### src/rtl/vfpu_pkg.sv
// Shared definitions for the vector FPU element sequencer.
//   - state encoding for the sequencer FSM
//   - FP32 field constants used by the overflow detector
package vfpu_pkg;

    localparam logic [1:0] ST_IDLE  = 2'd0;
    localparam logic [1:0] ST_ISSUE = 2'd1;
    localparam logic [1:0] ST_DRAIN = 2'd2;
    localparam logic [1:0] ST_DONE  = 2'd3;

    typedef enum logic [1:0] {
        S_IDLE  = ST_IDLE,
        S_ISSUE = ST_ISSUE,
        S_DRAIN = ST_DRAIN,
        S_DONE  = ST_DONE
    } seq_state_t;

    localparam int         FP32_W       = 32;
    localparam logic [7:0] FP32_EXP_INF = 8'hff;

endpackage

### src/rtl/vfpu_tag_pipe.sv
// LAT-deep shift register of {valid, idx} tags that shadows the fixed-latency
// datapath. A tag entering with an issue leaves LAT cycles later, exactly
// when the matching result is on dp_res.
// Ports:
//   clk, rst             clock, async active-high clear
//   in_valid, in_idx     tag of the element issued this cycle
//   tag_valid, tag_idx   tag whose result is on dp_res this cycle
//   pipe_busy            any stage holds a valid tag
//   busy_next            some valid tag remains after this cycle's exit
module vfpu_tag_pipe #(
    parameter int LAT = 3,
    parameter int IW  = 2
) (
    input  logic          clk,
    input  logic          rst,
    input  logic          in_valid,
    input  logic [IW-1:0] in_idx,
    output logic          tag_valid,
    output logic [IW-1:0] tag_idx,
    output logic          pipe_busy,
    output logic          busy_next
);

    logic [LAT-1:0] vld;
    logic [IW-1:0]  idx [LAT];

    always_ff @(posedge clk or posedge rst) begin
        if (rst) begin
            vld <= '0;
            for (int i = 0; i < LAT; i++) idx[i] <= '0;
        end else begin
            vld[0] <= in_valid;
            idx[0] <= in_idx;
            for (int i = 1; i < LAT; i++) begin
                vld[i] <= vld[i-1];
                idx[i] <= idx[i-1];
            end
        end
    end

    // Occupancy once the last stage has been consumed this cycle; lets the
    // sequencer leave DRAIN on the same edge the final result is written.
    always_comb begin
        busy_next = in_valid;
        for (int i = 0; i < LAT - 1; i++) busy_next = busy_next | vld[i];
    end

    assign tag_valid = vld[LAT-1];
    assign tag_idx   = idx[LAT-1];
    assign pipe_busy = |vld;

endmodule

### src/rtl/vfpu_elem_seq.sv
// Element sequencer for the vector FPU add/round datapath. Accepts one vector
// command, issues its elements one per cycle, gathers the LAT-delayed results
// into a vector buffer and presents the completed vector on a valid/ready
// output.
// Optional feature macro: VFPU_ELEM_SEQ_EXC_EN enables the sticky overflow
// (+/-infinity result) flag on out_exc; otherwise out_exc is tied low.
// Ports:
//   clk, rst                      clock, async active-high reset
//   cmd_valid/cmd_ready           command handshake (ready only in IDLE)
//   cmd_len, cmd_nj_mode          element count minus one, flush-denormal mode
//   dp_valid, dp_idx, dp_nj_mode  element issue toward the datapath
//   dp_res                        datapath result, LAT cycles after its issue
//   out_valid/out_ready           result vector handshake
//   out_data                      element i in bits [32i+31:32i]
//   out_exc                       sticky overflow flag
//
// state | meaning
// IDLE  | waiting for a command, cmd_ready high
// ISSUE | one element issued per cycle, indices 0..len
// DRAIN | waiting for in-flight results to land in the buffer
// DONE  | vector presented on out_valid until out_ready
module vfpu_elem_seq
    import vfpu_pkg::*;
#(
    parameter int VLEN = 4,
    parameter int LAT  = 3,
    localparam int IW  = $clog2(VLEN)
) (
    input  logic                     clk,
    input  logic                     rst,
    input  logic                     cmd_valid,
    output logic                     cmd_ready,
    input  logic [IW-1:0]            cmd_len,
    input  logic                     cmd_nj_mode,
    output logic                     dp_valid,
    output logic [IW-1:0]            dp_idx,
    output logic                     dp_nj_mode,
    input  logic [FP32_W-1:0]        dp_res,
    output logic                     out_valid,
    input  logic                     out_ready,
    output logic [FP32_W*VLEN-1:0]   out_data,
    output logic                     out_exc
);

    seq_state_t                   state_q, state_d;
    logic [IW-1:0]                len_q;
    logic [IW-1:0]                issue_cnt_q;
    logic                         nj_q;
    logic [VLEN-1:0][FP32_W-1:0]  res_buf;
    logic                         accept;
    logic                         drain_done;

    logic          tag_valid;
    logic [IW-1:0] tag_idx;
    logic          pipe_busy;
    logic          busy_next;

    vfpu_tag_pipe #(
        .LAT (LAT),
        .IW  (IW)
    ) u_tag_pipe (
        .clk       (clk),
        .rst       (rst),
        .in_valid  (dp_valid),
        .in_idx    (dp_idx),
        .tag_valid (tag_valid),
        .tag_idx   (tag_idx),
        .pipe_busy (pipe_busy),
        .busy_next (busy_next)
    );

    // Leave DRAIN on the edge that writes the final result so out_valid
    // rises in the cycle right after it.
    assign drain_done = pipe_busy ? !busy_next : 1'b1;
    assign accept     = (state_q == S_IDLE) && cmd_valid;

    always_ff @(posedge clk or posedge rst) begin
        if (rst) state_q <= S_IDLE;
        else     state_q <= state_d;
    end

    always_comb begin
        state_d   = state_q;
        cmd_ready = 1'b0;
        dp_valid  = 1'b0;
        out_valid = 1'b0;
        case (state_q)
            S_IDLE: begin
                cmd_ready = 1'b1;
                if (cmd_valid) state_d = S_ISSUE;
            end
            S_ISSUE: begin
                dp_valid = 1'b1;
                if (issue_cnt_q == len_q) state_d = S_DRAIN;
            end
            S_DRAIN: begin
                if (drain_done) state_d = S_DONE;
            end
            S_DONE: begin
                out_valid = 1'b1;
                if (out_ready) state_d = S_IDLE;
            end
            default: state_d = S_IDLE;
        endcase
    end

    always_ff @(posedge clk or posedge rst) begin
        if (rst) begin
            len_q       <= '0;
            issue_cnt_q <= '0;
            nj_q        <= 1'b0;
            res_buf     <= '0;
        end else if (accept) begin
            len_q       <= cmd_len;
            issue_cnt_q <= '0;
            nj_q        <= cmd_nj_mode;
            res_buf     <= '0;
        end else begin
            // Hold at len after the last issue so the index never wraps.
            if (state_q == S_ISSUE && issue_cnt_q != len_q)
                issue_cnt_q <= issue_cnt_q + 1'b1;
            if (tag_valid)
                res_buf[tag_idx] <= dp_res;
        end
    end

`ifdef VFPU_ELEM_SEQ_EXC_EN
    logic exc_q;

    always_ff @(posedge clk or posedge rst) begin
        if (rst)
            exc_q <= 1'b0;
        else if (accept)
            exc_q <= 1'b0;
        else if (tag_valid && dp_res[30:23] == FP32_EXP_INF && dp_res[22:0] == '0)
            exc_q <= 1'b1;
    end

    assign out_exc = exc_q;
`else
    assign out_exc = 1'b0;
`endif

    assign dp_idx     = issue_cnt_q;
    assign dp_nj_mode = nj_q;
    assign out_data   = res_buf;

endmodule
### config.mk
export PLATFORM = sky130hd
export DESIGN_NAME = vfpu_elem_seq
export DESIGN_NICKNAME = d
export VERILOG_FILES = /design/src/rtl/vfpu_pkg.sv /design/src/rtl/vfpu_tag_pipe.sv /design/src/rtl/vfpu_elem_seq.sv
export SDC_FILE = /design/constraint.sdc
export NUM_CORES = 1
export LEC_CHECK = 0
export BUFFER_PORTS_ARGS = -buffer_cell sky130_fd_sc_hd__buf_4
export CAP_MARGIN = 10
export CORE_MARGIN = 10
export CORE_UTILIZATION = 51
export DETAILED_ROUTE_END_ITERATION = 10
export GPL_TIMING_DRIVEN = 1
export PLACE_DENSITY_LB_ADDON = 0.2
export SYNTH_ARGS = -nofsm -noshare
export SYNTH_HDL_FRONTEND = slang
export SYNTH_SLANG_ARGS = --single-unit
### constraint.sdc
create_clock -name clk -period 5.81 [get_ports clk]
set_input_delay 1.162 -clock clk [delete_from_list [all_inputs] [get_ports clk]]
set_output_delay 1.162 -clock clk [all_outputs]
set_load 0.02 [all_outputs]
**Word-level counts from Yosys, hierarchy flattened**

Cells that the tools add are included.

- Add/sub/neg operators: 1
- $lt $le $gt $ge: 2
- Equality and inequality tests: 9
- Multiplexer cells: 16
- Bitwise gates (word level): 2
- Reductions and logical operators: 9

Operator list:

| operator | count |
|---|---|
| $mux 128 | 2 |
| $bwmux 128 | 1 |
| $demux 32 s2 | 1 |
| $mux 32 | 1 |
| $mux 2 | 6 |
| $ne 2x2->1 const B | 4 |
| $pmux 2 s4 | 1 |
| $eq 2x2->1 const B | 2 |
| $mux 1 | 4 |
| $reduce_and 4->1 | 1 |
| $reduce_bool 2->1 | 2 |
| $logic_and 1x1->1 | 3 |
| $lt 2x3->1 const B | 1 |
| $reduce_or 3->1 | 1 |
| $add 2x1->2 const B | 1 |
| $eq 2x1->1 const B | 1 |
| $eq 2x2->1 | 1 |
| $ge 2x1->1 const B | 1 |
| $logic_not 2->1 | 1 |
| $ne 2x2->1 | 1 |
| $or 1x1->1 | 2 |
| $logic_not 1->1 | 1 |

- Register bits: 144
- Output and inout bits: 135
- Logic and storage cells: 51

**Logic depth before layout (Yosys ltp)**

- Word-level depth: 8
- Depth in mapped cells: 7
- Mapped depth without buffers: 6

**Hierarchy**

A second synthesis with hierarchy kept.

- Cells, all modules: 619
- Area, all modules: 5,753.0 um^2

By module, submodules not included:

| module | times used | cells each | area each (um^2) | seq. area each (um^2) |
|---|---|---|---|---|
| vfpu_elem_seq | 1 | 605 | 5,496.5 | 3,378.2 |
| vfpu_tag_pipe | 1 | 14 | 256.5 | 225.2 |

**Worst setup path after synthesis**

Ideal clock, no wire load.

- Kind: input port to flip-flop
- Start point: input cmd_valid
- End point: register res_buf, in the netlist out_data[10]
- Library setup time: 0.136 ns
- Arrival: 1.914 ns
- Required time: 5.674 ns
- Setup slack: 3.759 ns
- Cell stages on the path: 5
- Path buffers: 3
- Path through: and2_1 -> buf_2 -> buf_2 -> clkbuf_1 -> a21oi_1

- Longest elaborated chain between the ends: 2
- Elaborated cells on any way between the ends: 3
- Classes of those cells: 1 x mux; 2 x reduce/logical

Ends and longest elaborated chain:

| item | RTL line | source |
|---|---|---|
| from (decl) | vfpu_elem_seq.sv:31 | `input logic cmd_valid,` |
| $logic_and 1x1->1 * | vfpu_elem_seq.sv:75 | `assign accept = (state_q == S_IDLE) && cmd_valid;` |
| $mux 128 / $reduce_bool 2->1 (equally long branches) | n/a |  |
| to (signal, indexed assignment) | vfpu_elem_seq.sv:123 | `res_buf[tag_idx] <= dp_res;` |
| to (decl) | vfpu_elem_seq.sv:49 | `logic [VLEN-1:0][FP32_W-1:0] res_buf;` |

Every way passes the cells marked *; elsewhere a longest branch is shown, timed or not.
A chain may end at the register's enable or synchronous reset.

**Worst setup path after layout**

- Start point: register state_q[1]
- End point: output dp_valid

- Longest elaborated chain between the ends: 2

Ends and longest elaborated chain:

| item | RTL line | source |
|---|---|---|
| from (decl) | vfpu_elem_seq.sv:45 | `seq_state_t state_q, state_d;` |
| from (signal assigned) | vfpu_elem_seq.sv:79 | `else state_q <= state_d;` |
| $eq 2x1->1 | vfpu_elem_seq.sv:87 | `case (state_q)` |
| $mux 1 | vfpu_elem_seq.sv:87 |  |
| to (decl) | vfpu_elem_seq.sv:35 | `output logic dp_valid,` |

Every way passes these cells.

==> reports/qor.txt <==
======================================================================================================
Ports                                                                                              174
Overall die width                                                                               126 um
Fraction of power consumed by sequential logic                                                   35.3%
Post-route minimum period                                                                      2.57 ns
Kind of launch point of the worst setup path                                                      flop
Crit end category                                                                         primary output
Logic gate share of total power                                                                  42.0%
Number of clock sinks                                                                              144
Final clock skew                                                                            0.00668 ns
Pwr dens                                                                                   648 mW/mm^2
Worst-Margin Slew                                                                              1.02 ns
Reported net switching power                                                                   1980 uW
MaxCap Viol Count                                                                                    0
Fraction of the yosys area taken by sequential cells                                             62.9%
Layout cells sized above 1                                                                       27.9%
Detailed Route WL                                                                              16.8 mm
Switching fraction of total power                                                                39.6%
Clk Latency, worst-skew pair                                                                   0.42 ns
Average wire length per cell after detail routing                                              18.2 um
Global-route wire length before repair                                                         26.7 mm
Buffer cell driving the clock tree root                                                      clkbuf_16
RSZ-0062 raised after global routing                                                                no
Maximum clock frequency                                                                        389 MHz
Count of cell types in the netlist                                                                  28
# hold bufs at CTS                                                                                   0
Number of antenna violations at the first check in global routing                                    0
Final total negative setup slack                                                                  0 ns
Number of setup violations in the final report                                                       0
Global placer's final weighted congestion                                                        0.821
Slowest stage delay, CP                                                                        0.41 ns
Number of port buffers                                                                             172
Final net count                                                                                    815
Xor and xnor fraction of the mapped netlist area                                                0.459%
Total vias in the final route                                                                     4937
Simple-gate share of the synthesized area                                                        18.5%
Buffers inserted during post-CTS setup optimization                                                  0
Pint                                                                                           3020 uW
Area grow syn2layout                                                                             34.7%
Number of buffers between clock root and the deepest sink                                            2
Relative slew margins                                                                            32.3%
Remaining design rule violation count                                                                0
Avg Inst Size Synth                                                                          9.33 um^2
Die area                                                                                   0.0159 mm^2
Area inside the core boundary                                                              0.0109 mm^2
Arr. time, crit path                                                                           1.41 ns
Antenna-violating nets left                                                                          0
Total global routing track utilization                                                           20.9%
Complex-gate fraction of the synthesized area                                                    11.9%
Number of detailed-routing iterations run before antenna repair                                      5
Peak fanout along the critical path                                                                  5
HP Class                                                                                    reg -> reg
Clock H-tree levels                                                                                  4
Fraction of the cycle the final worst path needs                                                 44.3%
Vias in the first global route                                                                    5007
Worst vdd rail ir drop                                                                          327 uV
Cell class contributing the biggest share of worst-path delay                               flip-flops
Iteration-0 DRC count of the detailed router                                                       445
Pin count of the biggest net entering global routing                                               101
Post-synth design cell area                                                               0.00573 mm^2
Post-detailed-placement half-perimeter wirelength                                              11.5 mm
CTS tree                                                                                           yes
Share of cell area taken by muxes after synthesis                                               0.939%
Power share of the clock group                                                                   22.7%
Starting density of the core                                                                     52.4%
Total of flip-flops plus latches after synthesis                                                   144
Buffers plus inverters on the worst setup path                                                       2
Crit Path Class                                                                             reg -> out
Cell count after synthesis                                                                         614
Syn. warnings                                                                                        0
Combinational family with the most area after synthesis                                   simple AND/OR/NAND/NOR gates
Clock transition at the register clock pins on the worst setup and hold paths after CTS        0.06 ns
Data required time of the worst path                                                           4.65 ns
Area share of fa/ha/maj cells after synthesis                                                    1.09%
Total CTS buffers                                                                                   17
Hold slack final                                                                              0.348 ns
Rows                                                                                                38
Antenna cells                                                                                        0
Via density per instance                                                                          5.34
Post-CTS sizing                                                                                      0
Leak                                                                                        0.00381 uW
Critical-path cell list                                                                   inv_1, ha_1, buf_4
Run status                                                                                complete, no violations
Hold violation total from the final report                                                           0
Cell with the largest stage delay on the worst path                                            dfrtp_1
Remaining global-route overflow                                                                      0
Syn_nets                                                                                           658
Final Max Tran Viols                                                                                 0
Die outline height                                                                              126 um
======================================================================================================
-- synthesized netlist by cell type --
cell type	instances	area, um^2
a211o_1	1	8.76
a21oi_1	128	641
a22oi_1	1	7.51
a32oi_1	1	8.76
and2_1	1	6.26
and3_1	1	6.26
and3b_1	1	8.76
buf_2	23	115
buf_4	1	7.51
buf_6	3	33.8
clkbuf_1	17	63.8
conb_1	1	3.75
dfrtp_1	144	3600
ha_1	5	62.6
inv_1	6	22.5
mux2_1	1	11.3
mux2_2	2	22.5
mux2i_1	2	20.0
nand2_1	260	976
nand3_1	2	10.0
nand3b_1	1	7.51
nor2_1	4	15.0
nor3b_2	1	12.5
o21ai_0	1	5.00
o21ai_2	1	8.76
or2_1	1	6.26
or3b_1	1	8.76
xor2_1	3	26.3
-- flip-flops by register name, indices dropped and copies added (netlist names) --
| signal | count |
|---|---|
| out_data | 128 |
| u_tag_pipe.idx | 4 |
| u_tag_pipe.vld | 3 |
| dp_idx | 2 |
| len_q | 2 |
| state_q | 2 |
| u_tag_pipe.tag_idx | 2 |
| dp_nj_mode | 1 |
-- cell usage in the layout, fill, tap and decap left out, types with 3 or more instances in the layout --
cell type,instances
nand2_1,260
nor2_1,3
bufinv_16,4
clkinvlp_4,3
buf_4,180
a21oi_1,128
ha_1,5
clkbuf_16,17
xor2_1,3
dfrtp_1,144
clkinv_4,3
inv_1,5
-- power by group through the flow --
stage / combinational, uW / clock, uW / sequential (uW)
final: 2100 / 1130 / 1770
after global routing: 2290 / 1200 / 1820
after CTS: 2110 / 1150 / 1760
after detailed placement: 2100 / 0 / 1770
after global placement: 2050 / 0 / 1750
after floorplan: 728 / 0 / 2190
-- worst paths after layout --
path | from | end | slack, ns | cells past startpoint
setup / recovery | state_q[1]$_DFFE_PP0P_ | dp_valid | 3.24 | 3
hold / removal | u_tag_pipe.idx[3]$_DFF_PP0_ | u_tag_pipe.tag_idx[1]$_DFF_PP0_ | 0.35 | 0
setup reg to reg | state_q[0]$_DFFE_PP0P_ | out_data[103]$_DFFE_PP0P_ | 3.44 | 5
hold reg to reg | u_tag_pipe.idx[3]$_DFF_PP0_ | u_tag_pipe.tag_idx[1]$_DFF_PP0_ | 0.35 | 0
min in group asynchronous | rst | out_data[69]$_DFFE_PP0P_ | 0.88 | 2
max in group asynchronous | rst | out_data[49]$_DFFE_PP0P_ | 3.70 | 3
-- metal layers --
| metal | vias up | track usage (%) | wire length (um) |
|---|---|---|---|
| li1 | 2287 | - | - |
| met1 | 2429 | 25.4 | 6680 |
| met2 | 195 | 33.9 | 8410 |
| met3 | 26 | 6.75 | 1360 |
| met4 | 0 | 7.77 | 334 |
| met5 | - | 0 | 0 |
-- cell families after synthesis --
logic type,count (synthesis)
buf+inv,50
mux,5
simple gates,273
fa+ha+maj,5
other cells,1
flops,144
xor+xnor,3
compound gates,133
-- metrics by stage --
| step | utilization [%] | std cells | worst slack [ns] | instance area [um^2] | total power, uW |
|---|---|---|---|---|---|
| floorplan | - | 614 | 0.782 | 5730 | 2920 |
| global placement | 64.5 | 890 | 3.08 | 7050 | 3800 |
| detailed placement | 64.5 | 890 | 3.01 | 7050 | 3870 |
| CTS | 70.2 | 922 | 3.21 | 7670 | 5020 |
| global route | 70.5 | 924 | 3.17 | 7710 | 5300 |
| finish | 70.5 | 924 | 3.24 | 7710 | 5000 |
-- cell type report --
class	instances	area [um^2]
Clock buffer	19	433
Tap cell	140	175
Fill cell	840	3220
Inverter	6	27.5
Clock inverter	13	188
Multi-Input combinational cell	420	1890
Timing Repair Buffer	182	1390
Sequential cell	144	3600
Note: power is estimated with default switching activity, not from simulation.
